[src/rtl/fp_out_wrapper_ctrl.sv]
// fp_out_wrapper_ctrl: captures FP core results on fpDone and hands them to a consumer over
// a four-phase outReady/outAccept handshake, with one presented entry (cur) and one skid
// entry (pend).
//   clk, rst       clock (rising edge) and asynchronous active-high reset
//   fpDone         one-cycle result strobe from the FP core; fpResult valid alongside
//   outAccept      consumer acknowledge level
//   outReady       outData holds a valid result (or half-result)
//   outData        presented result; DATA_W/2 wide when OUT_SPLIT_EN is defined
//   outHalf        0 = low/whole word, 1 = high half (tied 0 without OUT_SPLIT_EN)
//   resultTaken    one-cycle pulse in the cycle a result finishes delivery
//   overrun        sticky flag, a result arrived with both entries full and was dropped
//   occupancy      number of results held, 0..2
// Optional feature macro: OUT_SPLIT_EN sends each result as two half-width transfers.
module fp_out_wrapper_ctrl #(
   parameter int DATA_W = 32
) (
   input  logic                  clk,
   input  logic                  rst,
   input  logic                  fpDone,
   input  logic [DATA_W-1:0]     fpResult,
   input  logic                  outAccept,
   output logic                  outReady,
`ifdef OUT_SPLIT_EN
   output logic [DATA_W/2-1:0]   outData,
`else
   output logic [DATA_W-1:0]     outData,
`endif
   output logic                  outHalf,
   output logic                  resultTaken,
   output logic                  overrun,
   output logic [1:0]            occupancy
);
`ifdef OUT_SPLIT_EN
   typedef enum logic [2:0] {IDLE, PRES_LO, REL_LO, PRES_HI, REL_HI} stateT;
   localparam stateT LAST_REL = REL_HI;
`else
   typedef enum logic [1:0] {IDLE, PRESENT, RELEASE} stateT;
   localparam stateT LAST_REL = RELEASE;
`endif
   stateT state, nxtState;
   logic [DATA_W-1:0] cur, pend, curN, pendN;
   logic curV, pendV, curVN, pendVN, ovrN, exitRel;
   // The last release state ending is the only point where a result is retired.
   assign exitRel = state == LAST_REL && !outAccept;
   assign resultTaken = exitRel;
`ifdef OUT_SPLIT_EN
   assign outReady = state == PRES_LO || state == PRES_HI;
   assign outHalf = state == PRES_HI || state == REL_HI;
   assign outData = outHalf ? cur[DATA_W-1:DATA_W/2] : cur[DATA_W/2-1:0];
`else
   assign outReady = state == PRESENT;
   assign outHalf = 1'b0;
   assign outData = cur;
`endif
   always_comb begin
      nxtState = state;
      curN = cur;
      pendN = pend;
      curVN = curV;
      pendVN = pendV;
      ovrN = overrun;
      case (state)
`ifdef OUT_SPLIT_EN
         IDLE:    nxtState = fpDone ? PRES_LO : IDLE;
         PRES_LO: nxtState = outAccept ? REL_LO : PRES_LO;
         REL_LO:  nxtState = outAccept ? REL_LO : PRES_HI;
         PRES_HI: nxtState = outAccept ? REL_HI : PRES_HI;
         REL_HI:  nxtState = outAccept ? REL_HI : (pendV || fpDone) ? PRES_LO : IDLE;
`else
         IDLE:    nxtState = fpDone ? PRESENT : IDLE;
         PRESENT: nxtState = outAccept ? RELEASE : PRESENT;
         RELEASE: nxtState = outAccept ? RELEASE : (pendV || fpDone) ? PRESENT : IDLE;
`endif
         default: nxtState = IDLE;
      endcase
      if (state == IDLE && fpDone) begin
         curN = fpResult;
         curVN = 1'b1;
      end else if (exitRel) begin
         // Skid entry has priority; a same-edge fpDone refills the skid slot.
         curN = pendV ? pend : fpResult;
         curVN = pendV || fpDone;
         pendN = (pendV && fpDone) ? fpResult : pend;
         pendVN = pendV && fpDone;
      end else if (fpDone && state != IDLE) begin
         pendN = pendV ? pend : fpResult;
         pendVN = 1'b1;
         ovrN = overrun || pendV;
      end
   end
   always_ff @(posedge clk or posedge rst) begin
      if (rst) begin
         state <= IDLE;
         cur <= '0;
         pend <= '0;
         curV <= 1'b0;
         pendV <= 1'b0;
         overrun <= 1'b0;
         occupancy <= 2'd0;
      end else begin
         state <= nxtState;
         cur <= curN;
         pend <= pendN;
         curV <= curVN;
         pendV <= pendVN;
         overrun <= ovrN;
         occupancy <= {1'b0, curVN} + {1'b0, pendVN};
      end
   end
endmodule
[config.mk]
export PLATFORM = sky130hd
export DESIGN_NAME = fp_out_wrapper_ctrl
export DESIGN_NICKNAME = d
export VERILOG_FILES = /design/src/rtl/fp_out_wrapper_ctrl.sv
export SDC_FILE = /design/constraint.sdc
export NUM_CORES = 1
export LEC_CHECK = 0
export ABC_AREA = 1
export BUFFER_PORTS_ARGS = -buffer_cell sky130_fd_sc_hd__buf_4
export CORE_MARGIN = 3
export CORE_UTILIZATION = 50
export CTS_CLUSTER_SIZE = 12
export DETAILED_ROUTE_END_ITERATION = 8
export GPL_TIMING_DRIVEN = 1
export HOLD_SLACK_MARGIN = 0.15
export PLACE_DENSITY = 0.76
export REMOVE_ABC_BUFFERS = 1
export SLEW_MARGIN = 5
export SYNTH_ARGS = -nofsm -noshare
export SYNTH_HDL_FRONTEND = slang
export SYNTH_SLANG_ARGS = --single-unit
[constraint.sdc]
create_clock -name clk -period 2.1 [get_ports clk]
set_input_delay 0.42 -clock clk [delete_from_list [all_inputs] [get_ports clk]]
set_output_delay 0.42 -clock clk [all_outputs]
set_load 0.01 [all_outputs]
==> impl_metrics.json <==
{
  "htree_levels": 3,
  "synth-seq-cells": 71,
  "rsz0062_at_grt": "false",
  "p_leak_nw": 2.608,
  "synth_flop_cell": "dfrtp_1",
  "ys_warn_count": 0,
  "final.period_utilization_pct": 90.94,
  "power_mw": 7.067,
  "syn_area_per_cell_um2": 7.054,
  "top_layer_used": "met4",
  "synth_top_area_share_pct": 44.89,
  "place_congestion": 0.8059,
  "crit_path_end": "resultTaken",
  "grt_use_total_pct": 24.75,
  "nNetsFinal": 656,
  "dp_slack_ns": 0.4551,
  "grt_pass1_wl_um": 17500,
  "synthTopCellsByArea": "dfrtp_1 45%, nand2_1 28%, nand3_1 12%",
  "rows": 31,
  "maxSlewViolCount": 0,
  "port_buffers": 72,
  "max-cap-violations": 0,
  "synth_cells": 561,
  "tns_ns": 0,
  "wl_met2_um": 4929,
  "startpoint": "state[0]",
  "grt_max_degree": 48,
  "final_cell_mix": "291 x nand2_1, 98 x nand3_1, 87 x buf_4",
  "cts-root-buf": "clkbuf_8",
  "swShare_pct": 43.43,
  "placed_cell_area_um2": 4531,
  "drt-total-wl_um": 10700,
  "place_inst": 706,
  "cts_tree": "yes",
  "setup_violations": 0,
  "regArea_um2": 1777,
  "n_antenna_cell": 0,
  "cts_made_buffers": 9,
  "p_per_area_nw_per_um2": 1484,
  "area_growth_pct": 20.36,
  "final_area_um2": 4763,
  "vias_per_cell": 5.505,
  "arrival_ns": 1.49,
  "die_area_um2": 9018,
  "critical_path_required_ns": 1.68,
  "die_w_um": 94.97,
  "cp-end-kind": "output port",
  "yosys.area.top_type": "dfrtp_1",
  "synth_area_um2": 3958,
  "vias": 3980,
  "tightest_slew_ns": 0.5755,
  "grt_pass1_vias": 3781,
  "nFillCells": 663,
  "cp-start-kind": "flip-flop",
  "rr_endpoint": "pend[24]",
  "final_util_pct": 63.96,
  "ys_async_sr_fraction_pct": 100.0,
  "ant_nets": 0,
  "final_common_cell": "nand2_1",
  "drc": 0,
  "clkSlewWorstSetupHoldPaths_ns": 0.09,
  "p_seq_share_pct": 33.1,
  "hold_class": "input pin to flip-flop",
  "worstSetupPathType": "flip-flop to output port",
  "drive_gt1_share_pct": 18.59,
  "overflow": 0,
  "first_pass_iters": 6,
  "clockBufferDepth": 2,
  "min_period_ns": 1.910,
  "finalHoldViolCount": 0,
  "final_cells": 723,
  "start_util_pct": 53.14,
  "die_h_um": 94.97,
  "antenna_found_initial": 0,
  "routedWlPerCell_um": 14.80,
  "met1_length_um": 4724,
  "critPathMaxFanout": 19,
  "drt_iter0_drc": 292,
  "dp_hpwl_um": 6756,
  "ios": 74,
  "p_int_mw": 3.998,
  "status": "complete, no violations",
  "p_comb_share_pct": 49.2,
  "worstReg2RegStart": "state[0]",
  "clk_latency_ns": 0.36,
  "synth_edf_count": 0,
  "r2r_cells": 7,
  "slew_headroom_pct": 61.58,
  "dr_wl_met3_um": 828,
  "cts_num_sinks": 71,
  "core-area_um2": 7447,
  "p_switching_mw": 3.069,
  "ys_seq_area_share_pct": 44.89,
  "peakVddDrop_uv": 750.2,
  "multiInputGateArea_um2": 1907,
  "max_freq_mhz": 523.7,
  "fin_skew_ns": 0.01161,
  "power_frac_clock_pct": 17.7,
  "worst_slack_ns": 0.1904,
  "rrSetupSlack_ns": 0.43,
  "ys_types": 22,
  "hold_slack_ns": 0.2932
}
[cells in the mapped netlist, types with 3 or more instances]
cell type,instances
clkbuf_1,8
inv_1,4
nor2_1,3
nand3_1,98
buf_6,3
nand2_2,3
dfrtp_1,71
inv_2,4
buf_2,21
buf_4,9
a21oi_1,3
nand4_1,32
nand2_1,291
[cells by family after synthesis]
logic type,after synthesis,synth area share [%]
simple gates,431,46.95
buf+inv,51,6.923
fa+ha+maj,1,0.3161
compound gates,6,0.8220
other cells,1,0.09476
flops,71,44.89
[routing by layer]
layer  vias up  GRT usage (%)
met4         0          10.10
met1      1860          34.20
met2       166          38.29
met5         -              0
met3        19          4.701
li1       1935              -
[state kept, by name, summed over array words and instances, names as in the netlist]
register and cells:
outData 32, pend 32, occupancy 2, state 2
curV 1, overrun 1, pendV 1
[worst max-delay path, stage by stage (launching register included)]
cell     delay (ns)
dfrtp_1        0.42
inv_2          0.29
nand3_4        0.17
inv_2          0.11
buf_4          0.14
[worst min path at each step]
stage | startpoint | to | slack, ns | cells past startpoint
6_report | fpResult[19] | outData[19] | 0.29 | 3
5_1_grt | fpResult[12] | outData[12] | 0.30 | 3
4_1_cts | fpResult[19] | outData[19] | 0.29 | 3
3_5_place_dp | rst | outData[29] | 0.30 | 2
3_3_place_gp | rst | outData[29] | 0.30 | 2
2_1_floorplan | curV | curV | 0.47 | 2
[area by class of cell]
class	count	area share, %
flip-flops and latches	71	37.30
repair buffers	90	14.76
well taps	99	2.600
inverters	8	0.6304
clock inverters	5	1.707
multi-input cells	439	40.03
clock buffers	11	2.968
[timing repair]
| item | 4_1_cts | 5_1_grt |
|---|---|---|
| setup buffers | 0 | 0 |
| gates resized for setup | 0 | 0 |
| endpoints found under the hold margin | 2 | 0 |
| hold buffers | 1 | 0 |
[power by group through the flow]
stage	Combinational [mW]	Clock (mW)	Sequential [mW]
2_1_floorplan	1.92	0	2.50
3_3_place_gp	3.38	0	2.33
3_5_place_dp	3.48	0	2.34
4_1_cts	3.49	1.25	2.33
5_1_grt	3.96	1.33	2.40
6_report	3.48	1.25	2.34
Note: power is estimated with default switching activity, not from simulation.
